==> src/rtl/key_evt_pkg.sv <==
// Shared constants for the key event sequencer: event types, FSM encodings, FIFO entry layout.
package key_evt_pkg;
   localparam logic [1:0] EV_SHORT  = 2'd0;
   localparam logic [1:0] EV_LONG   = 2'd1;
   localparam logic [1:0] EV_REPEAT = 2'd2;

   localparam logic [1:0] ST_IDLE    = 2'd0;
   localparam logic [1:0] ST_PRESSED = 2'd1;
   localparam logic [1:0] ST_HELD    = 2'd2;

   localparam int EV_W = 5;

   typedef struct packed {
      logic [2:0] code;
      logic [1:0] typ;
   } ev_entry_t;
endpackage

==> src/rtl/key_evt_fifo.sv <==
// First-word fall-through FIFO; a push into a full FIFO is accepted only when a pop happens in the same cycle.
module key_evt_fifo
   import key_evt_pkg::*;
#(
   parameter int W  = EV_W,
   parameter int AW = 2
) (
   input  logic         clk,
   input  logic         reset,
   input  logic         push,
   input  logic [W-1:0] din,
   input  logic         pop,
   output logic [W-1:0] dout,
   output logic         full,
   output logic         empty
);
   logic [W-1:0] mem [2**AW];
   logic [AW:0]  wr_ptr, rd_ptr;
   logic         do_push, do_pop;

   assign empty   = (wr_ptr == rd_ptr);
   assign full    = (wr_ptr[AW] != rd_ptr[AW]) && (wr_ptr[AW-1:0] == rd_ptr[AW-1:0]);
   assign do_pop  = pop && !empty;
   assign do_push = push && (!full || do_pop);

   always_ff @(posedge clk) begin
      if (reset) begin
         wr_ptr <= '0;
         rd_ptr <= '0;
      end else begin
         if (do_push) wr_ptr <= wr_ptr + 1'b1;
         if (do_pop)  rd_ptr <= rd_ptr + 1'b1;
      end
   end

   always_ff @(posedge clk) begin
      if (do_push) mem[wr_ptr[AW-1:0]] <= din;
   end

   // Head is forced to zero when empty so the outputs read 0 out of reset.
   assign dout = empty ? '0 : mem[rd_ptr[AW-1:0]];
endmodule

==> src/rtl/key_event_ctrl.sv <==
// Classifies debounced key presses into SHORT/LONG/REPEAT events and queues them for the menu FSM.
// Auto-repeat in HELD is built only when KEY_EVT_AUTOREPEAT_EN is defined.
module key_event_ctrl
   import key_evt_pkg::*;
#(
   parameter int TICK_DIV = 50000,
   parameter int LONG_MS  = 1000,
   parameter int REP_MS   = 200,
   parameter int FIFO_AW  = 2
) (
   input  logic       clk,
   input  logic       reset,
   input  logic       pos_tick,
   input  logic       neg_tick,
   input  logic [2:0] kcode,
   input  logic       ev_ready,
   input  logic       ovf_clr,
   output logic       ev_valid,
   output logic [2:0] ev_code,
   output logic [1:0] ev_type,
   output logic       overflow,
   output logic       busy
);
   localparam int PS_W = $clog2(TICK_DIV + 1);
   localparam int MS_W = $clog2(((LONG_MS > REP_MS) ? LONG_MS : REP_MS) + 1);
   localparam logic [PS_W-1:0] PS_LAST   = PS_W'(TICK_DIV - 1);
   localparam logic [MS_W-1:0] LONG_LAST = MS_W'(LONG_MS - 1);
`ifdef KEY_EVT_AUTOREPEAT_EN
   localparam logic [MS_W-1:0] REP_LAST  = MS_W'(REP_MS - 1);
`endif

   logic [1:0]      state;
   logic [PS_W-1:0] presc;
   logic [MS_W-1:0] ms_cnt;
   logic [2:0]      code_q;
   logic            ms_wrap, long_hit, rep_hit;
   logic            push, pop, full, empty;
   logic [1:0]      push_type;
   ev_entry_t       push_ent, head;

   // Threshold is hit in the last cycle before the ms counter would reach its limit.
   assign ms_wrap  = (presc == PS_LAST);
   assign long_hit = ms_wrap && (ms_cnt == LONG_LAST);
`ifdef KEY_EVT_AUTOREPEAT_EN
   assign rep_hit  = ms_wrap && (ms_cnt == REP_LAST);
`else
   assign rep_hit  = 1'b0;
`endif

   always_comb begin
      push      = 1'b0;
      push_type = EV_SHORT;
      case (state)
         ST_PRESSED: begin
            if (neg_tick) begin
               push = 1'b1;
            end else if (long_hit) begin
               push      = 1'b1;
               push_type = EV_LONG;
            end
         end
         ST_HELD: begin
            if (!neg_tick && rep_hit) begin
               push      = 1'b1;
               push_type = EV_REPEAT;
            end
         end
         default: ;
      endcase
   end

   always_ff @(posedge clk) begin
      if (reset) begin
         state  <= ST_IDLE;
         presc  <= '0;
         ms_cnt <= '0;
         code_q <= '0;
      end else begin
         case (state)
            ST_IDLE: begin
               if (pos_tick) begin
                  code_q <= kcode;
                  presc  <= '0;
                  ms_cnt <= '0;
                  state  <= ST_PRESSED;
               end
            end
            ST_PRESSED, ST_HELD: begin
               if (neg_tick) begin
                  state <= ST_IDLE;
               end else if ((state == ST_PRESSED && long_hit) || (state == ST_HELD && rep_hit)) begin
                  presc  <= '0;
                  ms_cnt <= '0;
                  state  <= ST_HELD;
               end else if (ms_wrap) begin
                  presc  <= '0;
                  ms_cnt <= ms_cnt + 1'b1;
               end else begin
                  presc <= presc + 1'b1;
               end
            end
            default: state <= ST_IDLE;
         endcase
      end
   end

   assign pop = ev_valid && ev_ready;

   // A dropped push wins over a same-cycle clear so the loss is never hidden.
   always_ff @(posedge clk) begin
      if (reset)                      overflow <= 1'b0;
      else if (push && full && !pop)  overflow <= 1'b1;
      else if (ovf_clr)               overflow <= 1'b0;
   end

   assign push_ent.code = code_q;
   assign push_ent.typ  = push_type;

   key_evt_fifo #(.W(EV_W), .AW(FIFO_AW)) u_fifo (
      .clk   (clk),
      .reset (reset),
      .push  (push),
      .din   (push_ent),
      .pop   (pop),
      .dout  (head),
      .full  (full),
      .empty (empty)
   );

   assign ev_valid = !empty;
   assign ev_code  = head.code;
   assign ev_type  = head.typ;
   assign busy     = (state != ST_IDLE);
endmodule

==> config.mk <==
export PLATFORM = sky130hd
export DESIGN_NAME = key_event_ctrl
export DESIGN_NICKNAME = d
export VERILOG_FILES = /design/src/rtl/key_evt_pkg.sv /design/src/rtl/key_evt_fifo.sv /design/src/rtl/key_event_ctrl.sv
export SDC_FILE = /design/constraint.sdc
export NUM_CORES = 1
export LEC_CHECK = 0
export ABC_AREA = 1
export CORE_ASPECT_RATIO = 1.5
export CORE_UTILIZATION = 59
export CTS_CLUSTER_SIZE = 24
export DETAILED_ROUTE_END_ITERATION = 12
export GPL_TIMING_DRIVEN = 0
export PLACE_DENSITY = 0.81
export SYNTH_ARGS = -nofsm -noshare
export SYNTH_HDL_FRONTEND = slang
export SYNTH_HIERARCHICAL = 1
export SYNTH_SLANG_ARGS = --single-unit
export TNS_END_PERCENT = 100
==> constraint.sdc <==
create_clock -name clk -period 3.1 [get_ports clk]
set_clock_uncertainty 0.2 [all_clocks]
set_input_delay 0.62 -clock clk [delete_from_list [all_inputs] [get_ports clk]]
set_output_delay 0.62 -clock clk [all_outputs]
set_load 0.1 [all_outputs]
# Yosys cells after proc, flatten, opt, wreduce, memory -nomap -nowiden
# Memory sizes are Yosys's and may differ from the RTL's. A register that Yosys moved wholly into a read port is not among the register bits.
# Index checks and enable logic that the tools add are counted.
[classes]
n_addsub = 4
mul = 0
n_div = 0
n_lt_le_gt_ge = 0
n_eq_ne = 11
shifts = 0
n_mux = 27
bitwise = 0
n_reduce_logical = 21
[op_table]
columns = ["op", "count"]
rows = [
  ["16-bit two-way mux", 4],
  ["10-bit two-way mux", 4],
  ["16-bit one-hot mux with 2 select lines", 1],
  ["10-bit one-hot mux with 2 select lines", 1],
  ["16-bit by 1-bit adder with 16-bit output, second input constant", 1],
  ["16-bit equality test, second input constant", 1],
  ["2-bit two-way mux", 6],
  ["10-bit by 1-bit adder with 10-bit output, second input constant", 1],
  ["10-bit equality test, second input constant", 1],
  ["1-bit two-way mux", 9],
  ["1-bit logical AND", 8],
  ["3-bit by 1-bit adder with 3-bit output, second input constant", 2],
  ["3-bit != test, second input constant", 2],
  ["2-bit nonzero test", 3],
  ["5-bit two-way mux", 1],
  ["2-bit != test, second input constant", 2],
  ["2-bit one-hot mux with 2 select lines", 1],
  ["2-bit AND reduction", 2],
  ["4-bit AND reduction", 1],
  ["3-bit equality test", 1],
  ["1-bit zero test", 3],
  ["3-bit AND reduction", 1],
  ["2-bit by 1-bit equality test with 1-bit output, second input constant", 1],
  ["2-bit equality test", 1],
  ["5 further kinds", 5],
]
[word_totals]
register_bits = 38
latchBits = 0
mem_bits_rw = 20
mem_bits_ro = 0
in_bits = 9
out_inout_bits = 8
memories = 1
[mem_list]
columns = ["name", "words", "word_bits", "rd", "rd_clocked_by_memory_dff", "write_ports", "line_no", "text"]
rows = [
  ["u_fifo.mem", 4, 5, 1, 1, 1, "key_evt_fifo.sv:17", "logic [W-1:0] mem [2**AW];"],
]

# Logic depth before layout (Yosys ltp)
[logic_depth]
word_depth = 8
depth_mapped = 12
mapped_depth_nobuf = 12

# Hierarchy
# The synthesis kept the hierarchy.
[by_module_without_submodules]
columns = ["mod", "instances", "cells_per_inst", "area_per_inst_um2"]
rows = [
  ["key_event_ctrl", 1, 308, 2029.4],
  ["key_evt_fifo", 1, 124, 1268.7],
]

# Least setup slack after synthesis
# No wires, ideal clock.
[synth_path]
path_type = "flip-flop to output port"
startpoint = "register (tool-made name)"
endpoint = "output port ev_code[0]"
t_arrival_ns = 1.425
required_ns = 2.280
path_slack_ns = 0.855
stages_incl_launch_ff = 6
path_buffers = 1
cell_sequence = "dfxtp_1 > buf_2 > nor2_1 > o32ai_1 > nand2_1 > inv_1"
[synth_lines]
columns = ["item", "line_no", "text"]
rows = [
  ["end, declared", "key_event_ctrl.sv:19", "output logic [2:0] ev_code,"],
]

==> run metrics <==
status finished, final reports clean; fmax approximately 0.35 GHz; H-tree depth 3; worst-path cell chain buf_1, o21ai_0, o32ai_1, nand2_1, inv_1, clkdlybuf4s15_2; placed cells 521; dpl ws 40.8 ps; GRT Util Overall between 20% and 30%; maximum vdd drop 0.459 mV; layout cells sized above 1 14.8%; Synth Area per Inst about 7.6 µm²; Final #Nets slightly below 500; routability cong. 0.882; Worst Path Required between 2000 and 2500 ps; Worst-path clk slew 70 ps; Critical Path End Type output pin; Ant. Diodes 0; P_leak about 0.0015 µW; Vias/cell between 5 and 6; R2R setup slack around 450 ps; normalized max-slew margin about a third; setup ws final between 200 and 300 ps; first-pass GRT wire length 11,200 µm; minimum clock period about 2800 ps; CTS buffer count 9; Slew Limit Fails 0; max cap viols 0; Max stage delay on crit path around 550 ps; Final Instance Area ~3700 µm²; Starting Density 61.0%; CTS tree built; Setup Buffers After CTS 0; Synth Area in Compound Gates 8.23%; die area 5900 µm²; CP max FO 10; Die X about 63 µm; largest family of logic cells by synthesized area simple AND/OR/NAND/NOR gates; # IOs 17; Finish-stage setup viols 0; first-pass iteration count of the detailed router 4; yosys warns 6; flops & latches, synth 60; worst slew pin tran approximately 970 ps; arrival time worst endpoint between 2000 and 2500 ps; estimated wirelength of the detail-placed design a little over 5000 µm; Non-Filler Instances 537; Fin Setup TNS 0 ps; sequential element share of the synthesized area a little over two fifths; fill cell count between 400 and 500; mux cell area share after synthesis 0%; Iter 0 DRT Violations 119; WL/cell 12.7 µm; fin crit share 91.6%; vias in the first global route approximately 2,600; Post-Route WL around 6800 µm; initial antenna violation count 0; Netlist Area Pre-Place 3300 µm²; total power 1800 µW; worst skew pair latency between 300 and 400 ps; final hold vios 0; Core Area 5410 µm²; post-synthesis xor/xnor area fraction ~2.1%; RSZ-0062 raised after global routing false; Die H between 90 and 100 µm; CP Class register to output pin; hold buffers post-CTS 0; Mapped Cells ~430; met3 routed WL about 260 µm; Multi-input gate area 1610 µm²; Worst setup SP type register; pwr/cell area between 400 and 500 nW/µm²; ys async rst share 0%; Via Count approximately 2,800; ys flop type dfxtp_1; CTS Sinks 60; Area growth syn-to-layout 13.1%; post-synth cell types 39; gr ovfl total 0; CTS root buf clkbuf_8; adder-cell share of the synthesized area between 3 and 4%; DP Area 3560 µm²; M1 WL 2700 µm; number of enable flip-flop cells after synthesis 20; Min-Delay Path Class register to register; DR top layer met4; slowest CP cell clkdlybuf4s15_2; port buffer count 16; largest net degree at the start of global routing 12; row cnt 33; met2 routed WL 3630 µm; flip-flop and latch area between 1000 and 1500 µm²; DR DRC count 0; Routed Antenna Nets 0; Post-Synth Simple-Gate Area roughly 34%; CTS max path bufs 2
worst paths after layout:
| path | from | to | cells past startpoint |
|---|---|---|---|
| hold reg to reg | overflow | overflow | 2 |
| hold / removal | overflow | overflow | 2 |
| setup / recovery | register | ev_type[1] | 6 |
| setup reg to reg | u_fifo/wr_ptr[1] | u_fifo/mem[1][4] | 10 |
registers in the layout, indices dropped and copies added (netlist names), named ones only:
name,count
u_fifo/mem,20
presc,16
ms_cnt,10
code_q,3
u_fifo/rd_ptr,3
u_fifo/wr_ptr,3
state,2
overflow,1
cells in the final DEF (no fill, tap or decap), types with 4 or more instances in the layout:
cell,count
nand2_4,6
xor2_1,6
nor2_1,78
clkdlybuf4s50_1,9
inv_1,62
edfxtp_1,20
inv_2,7
nor2_4,5
nor3_1,8
nand2_2,9
o32ai_1,5
nor2_2,5
nand2_1,85
conb_1,4
dfxtp_1,40
a21oi_1,18
clkbuf_8,10
clkbuf_2,5
o21ai_0,11
nand3_1,23
ha_1,10
nand4_1,7
metrics by stage:
step                      hold WS (ps)  utilization [%]
after floorplan                    254                -
after global placement             256             65.8
after detailed placement           258             65.8
after CTS                          265             69.3
after global routing               300             69.0
final                              261             69.0
synth_stat cells (5+ instances only):
library cell | instances | area [µm²]
inv_1 | 62 | 233
inv_2 | 7 | 26.3
nor2_2 | 5 | 31.3
a21oi_1 | 18 | 90.1
nor3_1 | 8 | 40.0
dfxtp_1 | 40 | 801
nand2_2 | 9 | 56.3
o21ai_0 | 11 | 55.1
nand4_1 | 7 | 43.8
xor2_1 | 6 | 52.6
nand3_1 | 23 | 115
o32ai_1 | 5 | 43.8
nand2_4 | 6 | 67.6
ha_1 | 10 | 125
nor2_4 | 5 | 56.3
nand2_1 | 85 | 319
nor2_1 | 78 | 293
edfxtp_1 | 20 | 601
logic make-up (layout without fill, tap and decap cells):
kind of cell	Yosys count	in the layout
flip-flops	60	60
adder cells (fa/ha/maj)	10	10
other	1	4
AO/OA/AOI/OAI	43	43
AND/OR/NAND/NOR	235	235
buffers and inverters	76	108
XOR/XNOR	7	7
report_power, final:
group	internal [µW]	switching [µW]
clock network	389	304
registers	828	13.4
logic	72.3	191
total	1290	508
area by class of cell:
cell class              instances  area share, %
clock buffers                  11           3.79
plain buffers                   6          0.973
clock inverters                 5           1.41
inverters                      70           7.04
well taps                      70           2.35
flip-flops and latches         60           37.6
repair buffers                 16           3.72
multi-input cells             299           43.1
critical path, delay by kind of cell, from the launching register on:
| kind | cells | cell delay [ps] |
|---|---|---|
| buffers and inverters | 3 | 920 |
| AOI/OAI and AO/OA | 2 | 340 |
| DFF | 1 | 320 |
| and+or+nand+nor | 1 | 80 |
metal layers:
| metal | GRT usage [%] | vias up |
|---|---|---|
| met3 | 3.05 | 22 |
| met1 | 24.7 | 1253 |
| met5 | 0 | - |
| met2 | 47.2 | 71 |
| li1 | - | 1418 |
| met4 | 18.8 | 0 |
timing repair:
| action | in CTS | in global routing |
|---|---|---|
| endpoints found under the setup margin | 6 | 6 |
| resized for setup | 8 | 11 |
| endpoints found under the hold margin | 0 | 0 |
(Power assumes the default switching activity.)
==> RTL edit 1 (same flow settings) <==
The option `KEY_EVT_AUTOREPEAT_EN` is turned on by a define.
--- a/src/rtl/key_event_ctrl.sv
+++ b/src/rtl/key_event_ctrl.sv
@@ -1,5 +1,7 @@
 // Classifies debounced key presses into SHORT/LONG/REPEAT events and queues them for the menu FSM.
 // Auto-repeat in HELD is built only when KEY_EVT_AUTOREPEAT_EN is defined.
+`define KEY_EVT_AUTOREPEAT_EN
+
 module key_event_ctrl
    import key_evt_pkg::*;
 #(
Behaviour: no difference found for any inputs over 10 cycles, from zero or initial values and one cycle with reset high; that may be too few to reach the edited logic, so the function may still have changed.
==> RTL edit 1 against the original RTL <==
  * Area after synthesis fell by 5.1%
  * First-iteration DRC count fell by 48%
  * Combinational power rose by 22%
  * Wire length fell by 6.4%
  * Final area fell by 4.3%
  * Setup slack got worse by 0.16 ns
  * Worst hold slack improved by 0.011 ns
  * Fmax fell by 5.4%
  * Power rose by 8.8%
  * Non-clock buffer count fell by 1
  * Sequential cell count did not move
  * Critical path type unchanged
  * Largest power group unchanged
==> RTL edit 1: results (changes against the original RTL) <==
worst_setup_path:
  crit_slowest_cell: "clkdlybuf4s15_1"  # was clkdlybuf4s15_2
  r2r-end: "u_fifo/mem[3][1]"  # was u_fifo/mem[1][4]
  cp_max_fo: 8  # was 10
  slowest_delay_ns: 0.81  # was 0.55 ns
  critPathArrivalTime_ns: 2.18  # was 2.02 ns
  reg2reg_depth: 10  # unchanged
  worst-r2r-setup-slack_ns: 0.40  # was 0.45 ns
  critPathCapture: "ev_valid"  # was ev_type[1]
timing:
  layout_setup_ws_ns: 0.0970  # was 0.260 ns
  holdWs_ns: 0.272  # was 0.261 ns
  slew_headroom_pct: 35.5  # was 34.9%
synth:
  synth-seq-area-share_pct: 44.8  # was 42.5%
  yosysUniqueCellTypes: 35  # was 39
  async_flop_share_pct: 0  # unchanged
  syn_inst: 417  # was 432
  synthTopCellsByArea: "dfxtp_1, edfxtp_1, nand2_1"  # unchanged
  syn-num-nets: 436
  synth_commonest_cells: "nand2_1, nor2_1, inv_1, dfxtp_1, nand3_1"  # unchanged
global_route:
  grt_pass1_wl_um: 10500  # was 11,200 µm
  grt_usage_pct: 25.6  # was 25.2%
  grt_start_max_net_pins: 13  # was 12
  grt_pass1_vias: 2496  # was 2,612
pwr:
  p_leak_nw: 1.49  # was 1.53 nW
  max-vdd-ir-drop_mv: 0.469  # was 0.459 mV
  p_sw_share_pct: 29.6  # was 28.3%
place:
  place_ws_ns: 0.132  # was 0.0408 ns
  dpl_cell_area_um2: 3370  # was 3560 µm²
  hpwl_um: 4690  # was 5040 µm
  place_inst: 501  # was 521
  gp_congestion: 0.863  # was 0.882
cells_and_area:
  finalNetCount: 463  # was 481
  finalInstanceArea_um2: 3570  # was 3730 µm²
  layout-drive-gt1-share_pct: 9.80  # was 14.8%
  fillers: 447  # was 454
  layoutNonFillerInstCount: 517  # was 537
drt:
  drt_iter0_markers: 62  # was 119
  wl_um: 6390  # was 6820 µm
  viasPerCell: 5.21  # was 5.15
  first_pass_iters: 5  # was 4
clock_network:
  cts.repair.resized: 7  # was 8
  clk_path_buf_depth: 2  # unchanged
  worst_skew_pair.late_latency_ns: 0.35  # about the same
outcome:
  status: "completed"  # unchanged
## RTL edit 1: area by class of cell
class	instances	area share, %
flip-flops and latches	60	39.2
plain buffers	5	0.981
well taps	68	2.38
multi-input cells	293	41.0
clock inverters	7	2.77
repair buffers	16	3.75
clock buffers	9	3.47
inverters	59	6.38
## RTL edit 1: critical path: cells and delay by family, from the launching register on
kind	cells	cell delay [ns]
flops	1	0.41
simple gates	3	0.40
buf+inv	4	1.03
## RTL edit 1: cell families after synthesis
group	count (synthesis)	synth area share, %
AND/OR/NAND/NOR	233	32.9
buffers and inverters	64	8.40
flip-flops	60	44.8
AO/OA/AOI/OAI	45	8.32
adder cells (fa/ha/maj)	10	4.00
XOR/XNOR	5	1.64
## RTL edit 1: layer usage
| metal | wire, µm | track usage [%] | vias to the layer above | share of wire [%] |
|---|---|---|---|---|
| li1 | - | - | 1401 | - |
| met1 | 2510 | 26.3 | 1212 | 39 |
| met2 | 3430 | 45.3 | 65 | 54 |
| met3 | 271 | 7.55 | 17 | 4.2 |
| met4 | 180 | 11.5 | 0 | 2.8 |
| met5 | 0 | 0 | - | 0 |
## RTL edit 1: how the worst min path moves through the flow
stage          startpoint        end  cells after the start
6_report         overflow   overflow                      2
5_1_grt          overflow   overflow                      2
4_1_cts          overflow   overflow                      2
3_5_place_dp     overflow   overflow                      2
3_3_place_gp     overflow   overflow                      2
2_1_floorplan   ms_cnt[1]  ms_cnt[1]                      2
## RTL edit 1: power groups by stage
| stage | clock, mW | sequential, mW | combinational (mW) |
|---|---|---|---|
| after global placement | 0 | 0.865 | 0.319 |
| after detailed placement | 0 | 0.867 | 0.322 |
| after global routing | 0.830 | 0.852 | 0.351 |
| after CTS | 0.797 | 0.850 | 0.321 |
| after floorplan | 0 | 0.863 | 0.244 |
| final | 0.783 | 0.850 | 0.322 |
==> RTL edit 2 (config.mk and constraints unchanged) <==
Without the edit above. Register the output `overflow` once more, cleared by the reset; this adds one clock of latency there. The other outputs are not delayed to match.
--- a/src/rtl/key_event_ctrl.sv
+++ b/src/rtl/key_event_ctrl.sv
@@ -25,6 +25,8 @@
    localparam int MS_W = $clog2(((LONG_MS > REP_MS) ? LONG_MS : REP_MS) + 1);
    localparam logic [PS_W-1:0] PS_LAST   = PS_W'(TICK_DIV - 1);
    localparam logic [MS_W-1:0] LONG_LAST = MS_W'(LONG_MS - 1);
+
+   logic overflow_s0;
 `ifdef KEY_EVT_AUTOREPEAT_EN
    localparam logic [MS_W-1:0] REP_LAST  = MS_W'(REP_MS - 1);
 `endif
@@ -108,9 +110,9 @@
 
    // A dropped push wins over a same-cycle clear so the loss is never hidden.
    always_ff @(posedge clk) begin
-      if (reset)                      overflow <= 1'b0;
-      else if (push && full && !pop)  overflow <= 1'b1;
-      else if (ovf_clr)               overflow <= 1'b0;
+      if (reset)                      overflow_s0 <= 1'b0;
+      else if (push && full && !pop)  overflow_s0 <= 1'b1;
+      else if (ovf_clr)               overflow_s0 <= 1'b0;
    end
 
    assign push_ent.code = code_q;
@@ -131,5 +133,13 @@
    assign ev_code  = head.code;
    assign ev_type  = head.typ;
    assign busy     = (state != ST_IDLE);
+   always_ff @(posedge clk) begin
+      if (reset) begin
+         overflow <= '0;
+      end else begin
+         overflow <= overflow_s0;
+      end
+   end
+
 endmodule
 
Function: no difference found for any inputs over 10 cycles, from zero or initial values and one cycle with reset high; that may be too few to reach the edited logic, so the function may still have changed.
==> RTL edit 2 against the original RTL <==
  * Wire length fell by 7.5%
  * Worst hold slack worse by 0.027 ns
  * Die area is 0.81% higher
  * Sequential cell count is 1 higher
  * Global-route usage shrank 2.0 points
  * Setup slack lost 0.17 ns
  * Critical path depth is the same
  * Area after synthesis is 0.83% higher
  * Final area up 0.67%
Power is not compared: it rests on default switching activity, and its combinational part moved more than twofold at a synthesized area within 25%.
==> RTL edit 2: results (changes against the original RTL) <==
cells_and_area:
  layout-drive-gt1-share_pct: 15.6  # was 14.8%
  layoutNonFillerInstCount: 537  # unchanged
clock_network:
  worst_skew_pair.late_latency_ns: 0.33  # was 0.35 ns
  cts.reportedPaths.clkPinSlew_ns: 0.07  # about the same
  clock-root-buffer: "clkbuf_8"  # unchanged
  clk_path_buf_depth: 2  # unchanged
synth:
  synth_mux_area_share_pct: 0  # unchanged
  synth_xor_area_share_pct: 1.54  # was 2.09%
  async_flop_share_pct: 0  # unchanged
  synth_compound_area_share_pct: 6.92  # was 8.23%
  synthTopCellsByArea: "dfxtp_1, edfxtp_1, nand2_1"  # unchanged
  synth_commonest_cells: "nand2_1, nor2_1, inv_1, dfxtp_1, nand3_1"  # unchanged
  synthAdderAreaFrac_pct: 3.76  # was 3.79%
  synth-seq-area-share_pct: 42.7  # was 42.5%
drt:
  drt_iter0_markers: 94  # was 119
  wl_per_cell_um: 11.8  # was 12.7 µm
  first_pass_iters: 4  # unchanged
  vias: 2758  # was 2,764
place:
  place_ws_ns: 0.138  # was 0.0408 ns
  place_inst: 521  # unchanged
  port_buffers: 16  # unchanged
  dpl_cell_area_um2: 3580  # was 3560 µm²
  gp_congestion: 0.887  # was 0.882
  hpwl_um: 4810  # was 5040 µm
timing:
  final-setup-viol-count: 0  # unchanged
  worst_pin_slew_ns: 0.958  # was 0.975 ns
outcome:
  status: "completed"  # unchanged
worst_setup_path:
  timing.rr.start: "u_fifo/wr_ptr[1]"  # unchanged
  critPathArrivalTime_ns: 2.19  # was 2.02 ns
min_path:
  min_from: "overflow_s0"  # was overflow
pwr:
  p_leak_nw: 1.66
global_route:
  grt_pass1_vias: 2664  # was 2,612
  grt_pass1_wl_um: 10700  # was 11,200 µm
  grt_start_max_net_pins: 13  # was 12
  grt_usage_pct: 23.1  # was 25.2%
==> RTL edit 2: per-layer routing <==
layer | track usage, % | vias up | part of all wire [%]
li1 | - | 1423 | -
met1 | 20.9 | 1276 | 37
met2 | 47.0 | 42 | 57
met3 | 3.40 | 17 | 2.6
met4 | 13.6 | 0 | 2.6
met5 | 0 | - | 0
==> RTL edit 2: cell type report <==
type,instances,area [µm²]
fillers,456,1700
multi-input cells,296,1580
flip-flops and latches,61,1420
inverters,71,270
clock buffers,11,141
repair buffers,16,138
well taps,70,87.6
plain buffers,7,62.6
clock inverters,5,51.3
==> RTL edit 2: timing repair <==
| item | CTS | global route |
|---|---|---|
| setup endpoints to repair | 6 | 7 |
| hold buffers | 0 | 0 |
| endpoints found under the hold margin | 0 | 0 |
| gates resized for setup | 6 | 12 |
==> RTL edit 2: worst paths after layout <==
check | to | slack (ns) | cells past startpoint
hold reg to reg | overflow | 0.23 | 2
setup reg to reg | u_fifo/mem[2][0] | 0.64 | 12
setup / recovery | ev_type[0] | 0.09 | 6
hold / removal | overflow | 0.23 | 2
==> RTL edit 2: critical path, stage by stage (launching register included) <==
cell and delay (ns):
dfxtp_1 0.31, buf_1 0.30, o21ai_0 0.15, o32ai_1 0.14, nand2_1 0.08, inv_1 0.06, clkdlybuf4s15_1 0.81
==> RTL edit 2: power by group through the flow <==
stage / Clock, mW / Combinational (mW) / Sequential, mW
4_1_cts: 0.687 / 0.660 / 0.907
6_report: 0.679 / 0.655 / 0.908
5_1_grt: 0.723 / 0.719 / 0.913
3_5_place_dp: 0 / 0.660 / 0.924
3_3_place_gp: 0 / 0.647 / 0.922
2_1_floorplan: 0 / 0.531 / 0.915
==> RTL edit 2: cells by family after synthesis <==
logic type | count (synthesis)
flip-flops | 61
AO/OA/AOI/OAI | 38
buffers and inverters | 78
XOR/XNOR | 5
AND/OR/NAND/NOR | 239
other | 1
adder cells (fa/ha/maj) | 10
